<file path="src/rtl/axis_pkg.sv">
// Shared types for the AXI-Stream packetizer.
//   DATA_W  : default stream data width (bits), multiple of 8
//   KEEP_W  : byte-enable width
//   state_t : framing FSM states
//   beat_t  : one stream beat as carried through the skid buffer
package axis_pkg;

    localparam int DATA_W = 16;
    localparam int KEEP_W = DATA_W / 8;

    typedef enum logic [1:0] {
        IDLE,
        RUN,
        CLOSE
    } state_t;

    typedef struct packed {
        logic [DATA_W-1:0] data;
        logic [KEEP_W-1:0] keep;
        logic              last;
    } beat_t;

endpackage

</file>
<file path="src/rtl/axis_packetizer_if.sv">
// AXI-Stream bundle used on both sides of the packetizer.
//   master : drives tdata/tkeep/tvalid/tlast, receives tready
//   slave  : receives tdata/tkeep/tvalid, drives tready (input side is unframed, tlast unused)
interface axis_packetizer_if
    import axis_pkg::*;
#(
    parameter int DATA_WIDTH = DATA_W
) ();

    logic [DATA_WIDTH-1:0]   tdata;
    logic [DATA_WIDTH/8-1:0] tkeep;
    logic                    tvalid;
    logic                    tready;
    logic                    tlast;

    modport master (output tdata, tkeep, tvalid, tlast, input tready);
    modport slave  (input tdata, tkeep, tvalid, output tready);

endinterface

</file>
<file path="src/rtl/axis_skid_buf.sv">
// Two-entry register slice: an output register plus one skid entry.
// The input ready is a flop (not full), so there is no combinational path
// from out_ready back to in_ready; full throughput with 1-cycle latency.
//   clk, rst_n          : clock, async active-low reset
//   in_beat/in_valid    : beat offered by the framing logic
//   in_ready            : registered "skid entry free"
//   out_beat/out_valid  : registered output beat
//   out_ready           : downstream ready
module axis_skid_buf
    import axis_pkg::*;
(
    input  logic  clk,
    input  logic  rst_n,
    input  beat_t in_beat,
    input  logic  in_valid,
    output logic  in_ready,
    output beat_t out_beat,
    output logic  out_valid,
    input  logic  out_ready
);

    beat_t skid_q;
    logic  skid_vld;
    logic  acc;
    logic  out_free;

    assign acc      = in_valid && in_ready;
    assign out_free = !out_valid || out_ready;

    always_ff @(posedge clk or negedge rst_n) begin
        if (!rst_n) begin
            out_beat  <= '0;
            out_valid <= 1'b0;
            skid_q    <= '0;
            skid_vld  <= 1'b0;
            in_ready  <= 1'b0;
        end else if (out_free) begin
            // in_ready == !skid_vld, so a held skid beat and a new accept never coexist
            if (skid_vld) begin
                out_beat  <= skid_q;
                out_valid <= 1'b1;
                skid_vld  <= 1'b0;
            end else begin
                out_valid <= acc;
                if (acc) out_beat <= in_beat;
            end
            in_ready <= 1'b1;
        end else if (acc) begin
            // output stalled: park the new beat and close the input
            skid_q   <= in_beat;
            skid_vld <= 1'b1;
            in_ready <= 1'b0;
        end else begin
            in_ready <= !skid_vld;
        end
    end

endmodule

</file>
<file path="src/rtl/axis_packetizer.sv">
// Converts an unframed AXI-Stream into fixed-length frames by generating
// tlast; pulses frame_done and counts frames on each tlast handshake.
//   clk, rst_n     : clock, async active-low reset
//   cfg_frame_len  : beats per frame, sampled on a frame's first beat (0 -> 1)
//   flush          : closes the open frame early (ignored in IDLE)
//   s              : unframed input stream (slave)
//   m              : framed output stream (master), via 2-entry skid buffer
//   frame_done     : registered pulse one cycle after a tlast handshake
//   frame_cnt      : completed frames, wrapping
// Optional: define AXIS_PACKETIZER_TIMEOUT_EN to close a frame left idle for
// TIMEOUT_CYC cycles by injecting a null beat (tdata=0, tkeep=0, tlast=1).
module axis_packetizer
    import axis_pkg::*;
#(
    parameter int DATA_WIDTH = DATA_W,
    parameter int LEN_W      = 14,
    parameter int CNT_W      = 16
`ifdef AXIS_PACKETIZER_TIMEOUT_EN
    ,
    parameter int TIMEOUT_CYC = 256
`endif
) (
    input  logic                  clk,
    input  logic                  rst_n,
    input  logic [LEN_W-1:0]      cfg_frame_len,
    input  logic                  flush,
    axis_packetizer_if.slave      s,
    axis_packetizer_if.master     m,
    output logic                  frame_done,
    output logic [CNT_W-1:0]      frame_cnt
);

    localparam logic [LEN_W-1:0] ONE = LEN_W'(1);

    state_t           state, state_n;
    logic [LEN_W-1:0] beat_cnt, beat_cnt_n;
    logic [LEN_W-1:0] len_q, len_n, len_in;
    logic             buf_ready;
    logic             accept;
    logic             tag_last;
    logic             inject;
    logic             in_valid;
    beat_t            in_beat, out_beat;
    logic             out_valid;
    logic             out_hs_last;

    assign len_in   = (cfg_frame_len == '0) ? ONE : cfg_frame_len;
    assign s.tready = buf_ready && !inject;
    assign accept   = s.tvalid && s.tready;

`ifdef AXIS_PACKETIZER_TIMEOUT_EN
    localparam int TMR_W = $clog2(TIMEOUT_CYC + 1);
    localparam logic [TMR_W-1:0] TMR_MAX = TMR_W'(TIMEOUT_CYC);

    logic [TMR_W-1:0] timer;

    // Idle cycles inside an open frame; saturates until the null beat fits.
    always_ff @(posedge clk or negedge rst_n) begin
        if (!rst_n)                                  timer <= '0;
        else if (accept || inject || state == IDLE)  timer <= '0;
        else if (timer != TMR_MAX)                   timer <= timer + TMR_W'(1);
    end

    assign inject = (timer == TMR_MAX) && buf_ready;
`else
    assign inject = 1'b0;
`endif

    always_ff @(posedge clk or negedge rst_n) begin
        if (!rst_n) begin
            state    <= IDLE;
            beat_cnt <= '0;
            len_q    <= ONE;
        end else begin
            state    <= state_n;
            beat_cnt <= beat_cnt_n;
            len_q    <= len_n;
        end
    end

    always_comb begin
        state_n    = state;
        beat_cnt_n = beat_cnt;
        len_n      = len_q;
        tag_last   = 1'b0;
        case (state)
            IDLE: begin
                if (accept) begin
                    if (len_in == ONE) begin
                        tag_last = 1'b1;
                    end else begin
                        len_n      = len_in;
                        beat_cnt_n = ONE;
                        state_n    = RUN;
                    end
                end
            end
            RUN: begin
                if (accept) begin
                    // a flush landing on the len-th beat still yields one tlast
                    if (beat_cnt + ONE == len_q || flush) begin
                        tag_last   = 1'b1;
                        beat_cnt_n = '0;
                        state_n    = IDLE;
                    end else begin
                        beat_cnt_n = beat_cnt + ONE;
                    end
                end else if (flush) begin
                    state_n = CLOSE;
                end
            end
            CLOSE: begin
                if (accept) begin
                    tag_last   = 1'b1;
                    beat_cnt_n = '0;
                    state_n    = IDLE;
                end
            end
            default: state_n = IDLE;
        endcase
        if (inject) begin
            state_n    = IDLE;
            beat_cnt_n = '0;
        end
    end

    assign in_valid = accept || inject;
    assign in_beat  = inject ? beat_t'{data: '0, keep: '0, last: 1'b1}
                             : beat_t'{data: s.tdata, keep: s.tkeep, last: tag_last};

    axis_skid_buf u_skid (
        .clk       (clk),
        .rst_n     (rst_n),
        .in_beat   (in_beat),
        .in_valid  (in_valid),
        .in_ready  (buf_ready),
        .out_beat  (out_beat),
        .out_valid (out_valid),
        .out_ready (m.tready)
    );

    assign m.tdata  = out_beat.data;
    assign m.tkeep  = out_beat.keep;
    assign m.tlast  = out_beat.last;
    assign m.tvalid = out_valid;

    assign out_hs_last = out_valid && m.tready && out_beat.last;

    always_ff @(posedge clk or negedge rst_n) begin
        if (!rst_n) begin
            frame_done <= 1'b0;
            frame_cnt  <= '0;
        end else begin
            frame_done <= out_hs_last;
            if (out_hs_last) frame_cnt <= frame_cnt + CNT_W'(1);
        end
    end

endmodule

</file>
<file path="src/flat_wrapper.sv">
// flat-port wrapper written by rule: the top's interface ports become plain ports
module axis_packetizer_flat import axis_pkg::*;
#(
    parameter int DATA_WIDTH = DATA_W,
    parameter int LEN_W      = 14,
    parameter int CNT_W      = 16

)
  (clk, rst_n, cfg_frame_len, flush, frame_done, frame_cnt, s_tdata, s_tkeep, s_tvalid, s_tready, m_tdata, m_tkeep, m_tvalid, m_tlast, m_tready);
  axis_packetizer_if #(.DATA_WIDTH(DATA_WIDTH)) s_i ();
  axis_packetizer_if #(.DATA_WIDTH(DATA_WIDTH)) m_i ();
  input  logic clk;
  input  logic rst_n;
  input  logic [LEN_W-1:0] cfg_frame_len;
  input  logic flush;
  output logic frame_done;
  output logic [CNT_W-1:0] frame_cnt;
  input wire logic [$bits(s_i.tdata)-1:0] s_tdata;
  input wire logic [$bits(s_i.tkeep)-1:0] s_tkeep;
  input wire logic [$bits(s_i.tvalid)-1:0] s_tvalid;
  output wire logic [$bits(s_i.tready)-1:0] s_tready;
  output wire logic [$bits(m_i.tdata)-1:0] m_tdata;
  output wire logic [$bits(m_i.tkeep)-1:0] m_tkeep;
  output wire logic [$bits(m_i.tvalid)-1:0] m_tvalid;
  output wire logic [$bits(m_i.tlast)-1:0] m_tlast;
  input wire logic [$bits(m_i.tready)-1:0] m_tready;
  assign s_i.tdata = s_tdata;
  assign s_i.tkeep = s_tkeep;
  assign s_i.tvalid = s_tvalid;
  assign s_tready = s_i.tready;
  assign m_tdata = m_i.tdata;
  assign m_tkeep = m_i.tkeep;
  assign m_tvalid = m_i.tvalid;
  assign m_tlast = m_i.tlast;
  assign m_i.tready = m_tready;
  axis_packetizer #(.DATA_WIDTH(DATA_WIDTH), .LEN_W(LEN_W), .CNT_W(CNT_W)) u_core (.clk(clk), .rst_n(rst_n), .cfg_frame_len(cfg_frame_len), .flush(flush), .s(s_i), .m(m_i), .frame_done(frame_done), .frame_cnt(frame_cnt));
endmodule
</file>
<file path="config.mk">
export PLATFORM = sky130hd
export DESIGN_NAME = axis_packetizer_flat
export DESIGN_NICKNAME = d
export VERILOG_FILES = /design/src/rtl/axis_pkg.sv /design/src/rtl/axis_packetizer_if.sv /design/src/rtl/axis_skid_buf.sv /design/src/rtl/axis_packetizer.sv /design/src/flat_wrapper.sv
export SDC_FILE = /design/constraint.sdc
export NUM_CORES = 1
export LEC_CHECK = 0
export BUFFER_PORTS_ARGS = -buffer_cell sky130_fd_sc_hd__buf_2
export CORE_UTILIZATION = 50
export DETAILED_ROUTE_END_ITERATION = 6
export HOLD_SLACK_MARGIN = 0.03
export PLACE_DENSITY = 0.73
export SETUP_SLACK_MARGIN = 0.05
export SYNTH_ARGS = -nofsm -noshare
export SYNTH_HDL_FRONTEND = slang
export SYNTH_HIERARCHICAL = 1
export SYNTH_SLANG_ARGS = --single-unit
</file>
<file path="constraint.sdc">
create_clock -name clk -period 3.3 [get_ports clk]
set_clock_uncertainty 0.1 [all_clocks]
set_input_delay 0.66 -clock clk [delete_from_list [all_inputs] [get_ports clk]]
set_output_delay 0.66 -clock clk [all_outputs]
set_load 0.03 [all_outputs]
</file>
==> metrics, run 1 <==
number of filler instances in the final layout=754; proportion of synthesized chip area in sequential cells=a little under half; clock buffers created by TritonCTS=9; Int Pwr=2440 uW; Clock Sink Count=88; worst reg2reg path startpoint=u_core/beat_cnt[5]$_DFFE_PN0P_; slew at the pin closest to its max-slew limit=1.08 ns; total via count in the routed design=around 3300; Total Routing Usage GR=20.7%; reg-to-reg slack, setup=between 0.2 and 0.25 ns; placeable core region=approximately 8900 um^2; Synth Flop Type=dfrtp_1; clock latency of the later-clocked register in the worst-skew pair=0.35 ns; largest area contributor in the synthesized netlist=dfrtp_1; area used by multi-input combinational logic=between 2000 and 2500 um^2; Final nets=512; number of instances in the synthesized netlist=approximately 390; layout cell share with drive strength beyond 1=39.5%; global routing met2 resource utilization=34.6%; DP HPWL=6800 um; Initial Util=52.5%; type of the worst min-delay path=in -> async; outcome=finished, final reports clean; Post CTS Setup Buffer Count=0; startpoint class of the critical path=flip-flop; DRC violation count after routing=0; clock root buffer=clkbuf_8; compound-gate portion of the synthesized area=8.46%; gr ovfl total=0; worst slew margin relative to its limit=between 20% and 30%; Post-Syn Area=4670 um^2; syn_area_per_cell=11.9 um^2; final count of hold timing violations=0; clock tree from TritonCTS=yes; Clock power frac=17.8%; number of top-level pins=75; cell class contributing the biggest share of worst-path delay=compound AO/OA/AOI/OAI gates; number of DRC markers in iteration 0=approximately 180; number of H-tree branching levels=3; worst hold slack=0.381 ns; switch share=38.5%; kind of end point of the critical path=flip-flop; # diodes=0; number of flops mapped to enable cells by yosys=0; launching element of the worst setup path=u_core/beat_cnt[5]$_DFFE_PN0P_; cell count after placement=566; vias per cell=5.66; net switching component of the power=1520 uW; synth warn=6; LEAKAGE=0.00239 uW; FF-to-FF End=u_core/u_skid/out_beat[0]$_DFFE_PN0P_; number of standard cells in the final layout excluding fillers=582; Final GP Congestion=0.887; Setup TNS Final=0 ns; Clock Path Buffers=2; Cell Pwr Density=749 nW/um^2; main combinational cell family by area after synthesis=multiplexers; Crit path top cell by count=a21oi_1; final critical delay including setup and external delays=3.09 ns; sequential fraction of design power=approximately 43%; worst r2r path cells=10; Final setup viols=0; Sequential cell area=2200 um^2; die footprint=9730 um^2; post-synthesis sequential element count=88; worst ir drop on vdd=0.384 mV; largest net degree at the start of global routing=89; synth top area cells=dfrtp_1, mux2_2, mux2_4, xnor2_1, nand2_1; startpoint-to-endpoint class of the critical path=reg -> reg; fraction of power consumed by combinational cells=39.5%; met1 usage in global routing=between 20% and 30%; total placed instance area=5110 um^2; count of standard-cell rows=34; unrepaired setup endpoints after global routing=no; count of antenna-violating nets left after detailed routing=0; basic-gate share of the synthesized area counting and, or, nand and nor cells=14.8%; die extent in x=98.7 um; proportion of synthesized area in mux cells=19.2%; global-route met3 utilization=around 4.4%; most frequently used cell type in the post-synthesis netlist=dfrtp_1; quantity of gates resized following cts=0; Worst Path Required=3.44 ns; vias in the first global route=3196; slowest library cell on the worst path=dfrtp_1; global-route wire length before repair=15800 um; wire length after detailed routing=9610 um; fin util=around three fifths; count of different cell masters after synthesis=65; list of most frequent post-synthesis cells=dfrtp_1, mux2_2, nand2_1; worst endpoint data arrival time=3.23 ns; peak per-stage delay on the critical path=between 0.5 and 0.6 ns; max-cap violation count=0; area overhead of the layout relative to synthesis=13.2%; syn nets=437; fin area=5290 um^2; initial antenna violation count=0; CP Buf/Inv Count=0; Die Ht=98.7 um; final count of pins violating max slew=0; Crit Path Max Fanout=11; number of I/O port buffers=74; Peak Freq=323 MHz; fraction of the cycle the final worst path needs=roughly 94%; count of hold-fix buffers inserted at cts=0; Clock transition at path regs=0.10 ns; First-pass DRT Iterations=5; area share of the largest cell type after synthesis=around 47%; series of cell instances along the critical path=nand3_2 -> nor4b_4 -> a21oi_1 -> a311oi_2 -> a211oi_4 -> a21oi_2 -> a21oi_1 -> o21a_1 -> mux2_2 -> mux2_4; FFs w/ async S/R, synth=100%; average wire per cell in the routed design=between 15 and 20 um; share of synthesized cell area in full adder, half adder and majority cells=1.61%; post-synthesis xor/xnor area fraction=5.25%; most heavily used metal layer in global routing=met2
layout by cell type (no fill, tap or decap), types with 3 or more instances in the layout:
cell type and count:
o21ai_0 6, nor4_1 3, dfrtp_1 87, clkbuf_8 10, nand2b_1 5, o22ai_1 3
and3_1 5, nand3_1 20, inv_1 8, xor2_1 12, mux2_2 51, buf_4 8
nor2_1 13, mux2_4 20, nand2_1 34, xnor2_1 16, a21oi_1 9, nor3_1 10
buf_2 73, ha_1 6, nand4_1 10, a22o_1 3
worst max path at each step:
| stage | end | depth (start not counted) | slack (ns) |
|---|---|---|---|
| after floorplan | u_core/u_skid/out_beat[0]$_DFFE_PN0P_ | 12 | 0.59 |
| after global placement | u_core/u_skid/out_beat[0]$_DFFE_PN0P_ | 10 | 0.38 |
| after detailed placement | u_core/u_skid/out_beat[0]$_DFFE_PN0P_ | 10 | 0.30 |
| after CTS | u_core/u_skid/out_beat[0]$_DFFE_PN0P_ | 10 | 0.24 |
| after global routing | u_core/u_skid/out_beat[0]$_DFFE_PN0P_ | 10 | 0.06 |
| final | u_core/u_skid/out_beat[0]$_DFFE_PN0P_ | 10 | 0.21 |
per-layer routing:
metal	part of all wire (%)	vias to the layer above	wire length, um
met5	0	-	0
met4	0.91	0	87
met1	45	1623	4330
met2	49	86	4740
met3	4.7	11	450
li1	-	1572	-
power groups by stage:
stage	Combinational (uW)	Clock, uW	Sequential [uW]
6_report	1570	706	1690
4_1_cts	1570	725	1690
3_3_place_gp	1530	0	1690
3_5_place_dp	1570	0	1700
5_1_grt	1690	762	1730
2_1_floorplan	958	0	1910
layout make-up:
cell class                      count  share of cell area, %
Tap cell                          108                   2.55
Inverter                            9                  0.639
Multi-Input combinational cell    280                   43.7
Timing Repair Buffer               81                   8.04
Clock inverter                      5                  0.781
Clock buffer                       11                   2.67
Sequential cell                    88                   41.7
kinds of logic after synthesis:
group / count (synthesis)
AND/OR/NAND/NOR: 123
flip-flops: 88
multiplexers: 73
AO/OA/AOI/OAI: 50
XOR/XNOR: 28
buffers and inverters: 26
adder cells (fa/ha/maj): 6
stage by stage:
stage	power, uW	setup slack, ns
6_report	3960	0.208
5_1_grt	4180	0.0569
4_1_cts	3990	0.243
3_5_place_dp	3270	0.298
3_3_place_gp	3210	0.378
2_1_floorplan	2870	0.591
flip-flops by register name, indices dropped and copies added, names as in the netlist:
signal	count
u_core/u_skid/skid_q	19
u_core/beat_cnt	14
u_core/u_skid/skid_vld	1
u_core/frame_cnt	16
u_core/len_q	14
u_core/u_skid/out_beat	19
u_core/u_skid/out_valid	1
u_core/u_skid/in_ready	1
u_core/frame_done	1
u_core/state	2
No activity file was read; power rests on OpenSTA's default activity.
==> run 2, diff against run 1 <==
Settings changed: BUFFER_PORTS_ARGS -buffer_cell sky130_fd_sc_hd__buf_2 to -buffer_cell sky130_fd_sc_hd__clkbuf_2.
==> metrics, run 2 (synthesis gave the netlist of run 1 again) <==
outcome=finished, final reports clean; average wire per cell in the routed design=roughly 16 um; clock root buffer=clkbuf_8; most heavily used metal layer in global routing=met2; # diodes=0; Worst Path Required=between 3 and 4 ns; clock buffers created by TritonCTS=9; DP HPWL=6880 um; LEAKAGE=0.00241 uW; kind of end point of the critical path=flip-flop; fraction of the cycle the final worst path needs=91.5%; gr ovfl total=0; Final setup viols=0; Clock transition at path regs=0.10 ns; fin util=59.9%; final count of hold timing violations=0; worst endpoint data arrival time=3.17 ns; number of filler instances in the final layout=738; global-route met3 utilization=5.60%; Initial Util=between 50% and 60%; met1 usage in global routing=28.0%; die extent in x=98.7 um; Clock Sink Count=88; final count of pins violating max slew=0; Crit Path Max Fanout=8; max-cap violation count=0; largest net degree at the start of global routing=56; count of antenna-violating nets left after detailed routing=0; worst ir drop on vdd=0.475 mV; Setup TNS Final=0 ns; clock latency of the later-clocked register in the worst-skew pair=0.36 ns; startpoint-to-endpoint class of the critical path=reg -> reg; unrepaired setup endpoints after global routing=no; Peak Freq=331 MHz; First-pass DRT Iterations=5; initial antenna violation count=0; number of H-tree branching levels=3; vias in the first global route=3350; worst slew margin relative to its limit=between 30% and 40%; type of the worst min-delay path=in -> async; Final GP Congestion=0.923; clock tree from TritonCTS=yes; DRC violation count after routing=0; startpoint class of the critical path=flip-flop; final critical delay including setup and external delays=around 3.0 ns; most frequent standard cell in the layout excluding fill and tap cells=dfrtp_1; vias per cell=between 5 and 6; count of standard-cell rows=34; Top Registers=u_core/u_skid/out_beat (19), u_core/u_skid/skid_q (19), u_core/frame_cnt (16); count of hold-fix buffers inserted at cts=0; Clock Path Buffers=2; area overhead of the layout relative to synthesis=14.0%; die footprint=9730 um^2; global routing met2 resource utilization=around a third; fin area=5330 um^2; most frequent cells in the layout=dfrtp_1, clkbuf_2, mux2_2; quantity of gates resized following cts=0; Final nets=514; Die Ht=98.7 um; number of I/O port buffers=74; number of top-level pins=75; wire length after detailed routing=9610 um; slew at the pin closest to its max-slew limit=1.01 ns; layout cell share with drive strength beyond 1=39.9%; number of DRC markers in iteration 0=179; Cell Pwr Density=roughly 750 nW/um^2; placeable core region=8890 um^2; Post CTS Setup Buffer Count=0; total via count in the routed design=3287; total placed instance area=about 5100 um^2; Total Routing Usage GR=21.6%; global-route wire length before repair=16400 um
==> run 2: cell types whose count changed in the layout (fill, tap and decap cells not counted), sizes merged <==
| cell | before | now |
|---|---|---|
| clkbuf | 11 | 84 |
| buf | 81 | 10 |
==> run 2: final cells by class <==
class / instances / area [um^2] / share of cell area (%)
multi-input combinational: 280 / 2310 / 43.4
sequential: 88 / 2200 / 41.4
timing repair buffer: 83 / 453 / 8.51
clock buffer: 11 / 151 / 2.84
tap: 108 / 135 / 2.54
clock inverter: 5 / 38.8 / 0.728
inverter: 9 / 33.8 / 0.634
==> run 2: power breakdown <==
group | internal, uW | total [uW] | switching, uW | leakage, uW
Sequential | 1430 | 1690 | 265 | 0.00110
Clock | 319 | 724 | 404 | 0.0000959
Combinational | 708 | 1560 | 849 | 0.00121
Total | 2450 | 3970 | 1520 | 0.00241
==> run 2: critical path: stages, from the launching register on <==
cell and delay, ns:
dfrtp_1 0.46, ha_1 0.35, and4_1 0.38, nor2_1 0.08
a311oi_1 0.29, or3_4 0.20, a211oi_4 0.05, a21oi_2 0.26
a21oi_1 0.07, o21a_1 0.18, mux2_2 0.25, mux2_4 0.25
==> run 2: final timing paths <==
| kind | start | end | slack, ns | cells after the start |
|---|---|---|---|---|
| hold / removal | rst_n | u_core/u_skid/out_beat[3]$_DFFE_PN0P_ | 0.24 | 1 |
| hold reg to reg | u_core/frame_cnt[15]$_DFFE_PN0P_ | u_core/frame_cnt[15]$_DFFE_PN0P_ | 0.38 | 1 |
| setup reg to reg | u_core/beat_cnt[0]$_DFFE_PN0P_ | u_core/u_skid/out_beat[0]$_DFFE_PN0P_ | 0.28 | 11 |
| setup / recovery | u_core/beat_cnt[0]$_DFFE_PN0P_ | u_core/u_skid/out_beat[0]$_DFFE_PN0P_ | 0.28 | 11 |
| min in group clk | u_core/frame_cnt[15]$_DFFE_PN0P_ | u_core/frame_cnt[15]$_DFFE_PN0P_ | 0.38 | 1 |
| max in group asynchronous | rst_n | u_core/len_q[0]$_DFFE_PN1P_ | 2.15 | 2 |
==> run 2: metal layers <==
| metal | vias up | part of all wire, % |
|---|---|---|
| li1 | 1583 | - |
| met1 | 1596 | 46 |
| met2 | 93 | 48 |
| met3 | 15 | 4.5 |
| met4 | 0 | 2.4 |
| met5 | - | 0 |
==> run 2: through the flow <==
step	cells	hold slack, ns	worst slack [ns]	power [uW]
after floorplan	394	0.264	0.591	2870
after CTS	584	0.265	0.296	4000
after global placement	568	0.367	0.414	3230
final	584	0.240	0.280	3970
after global routing	584	0.284	0.0677	4220
after detailed placement	568	0.365	0.329	3270
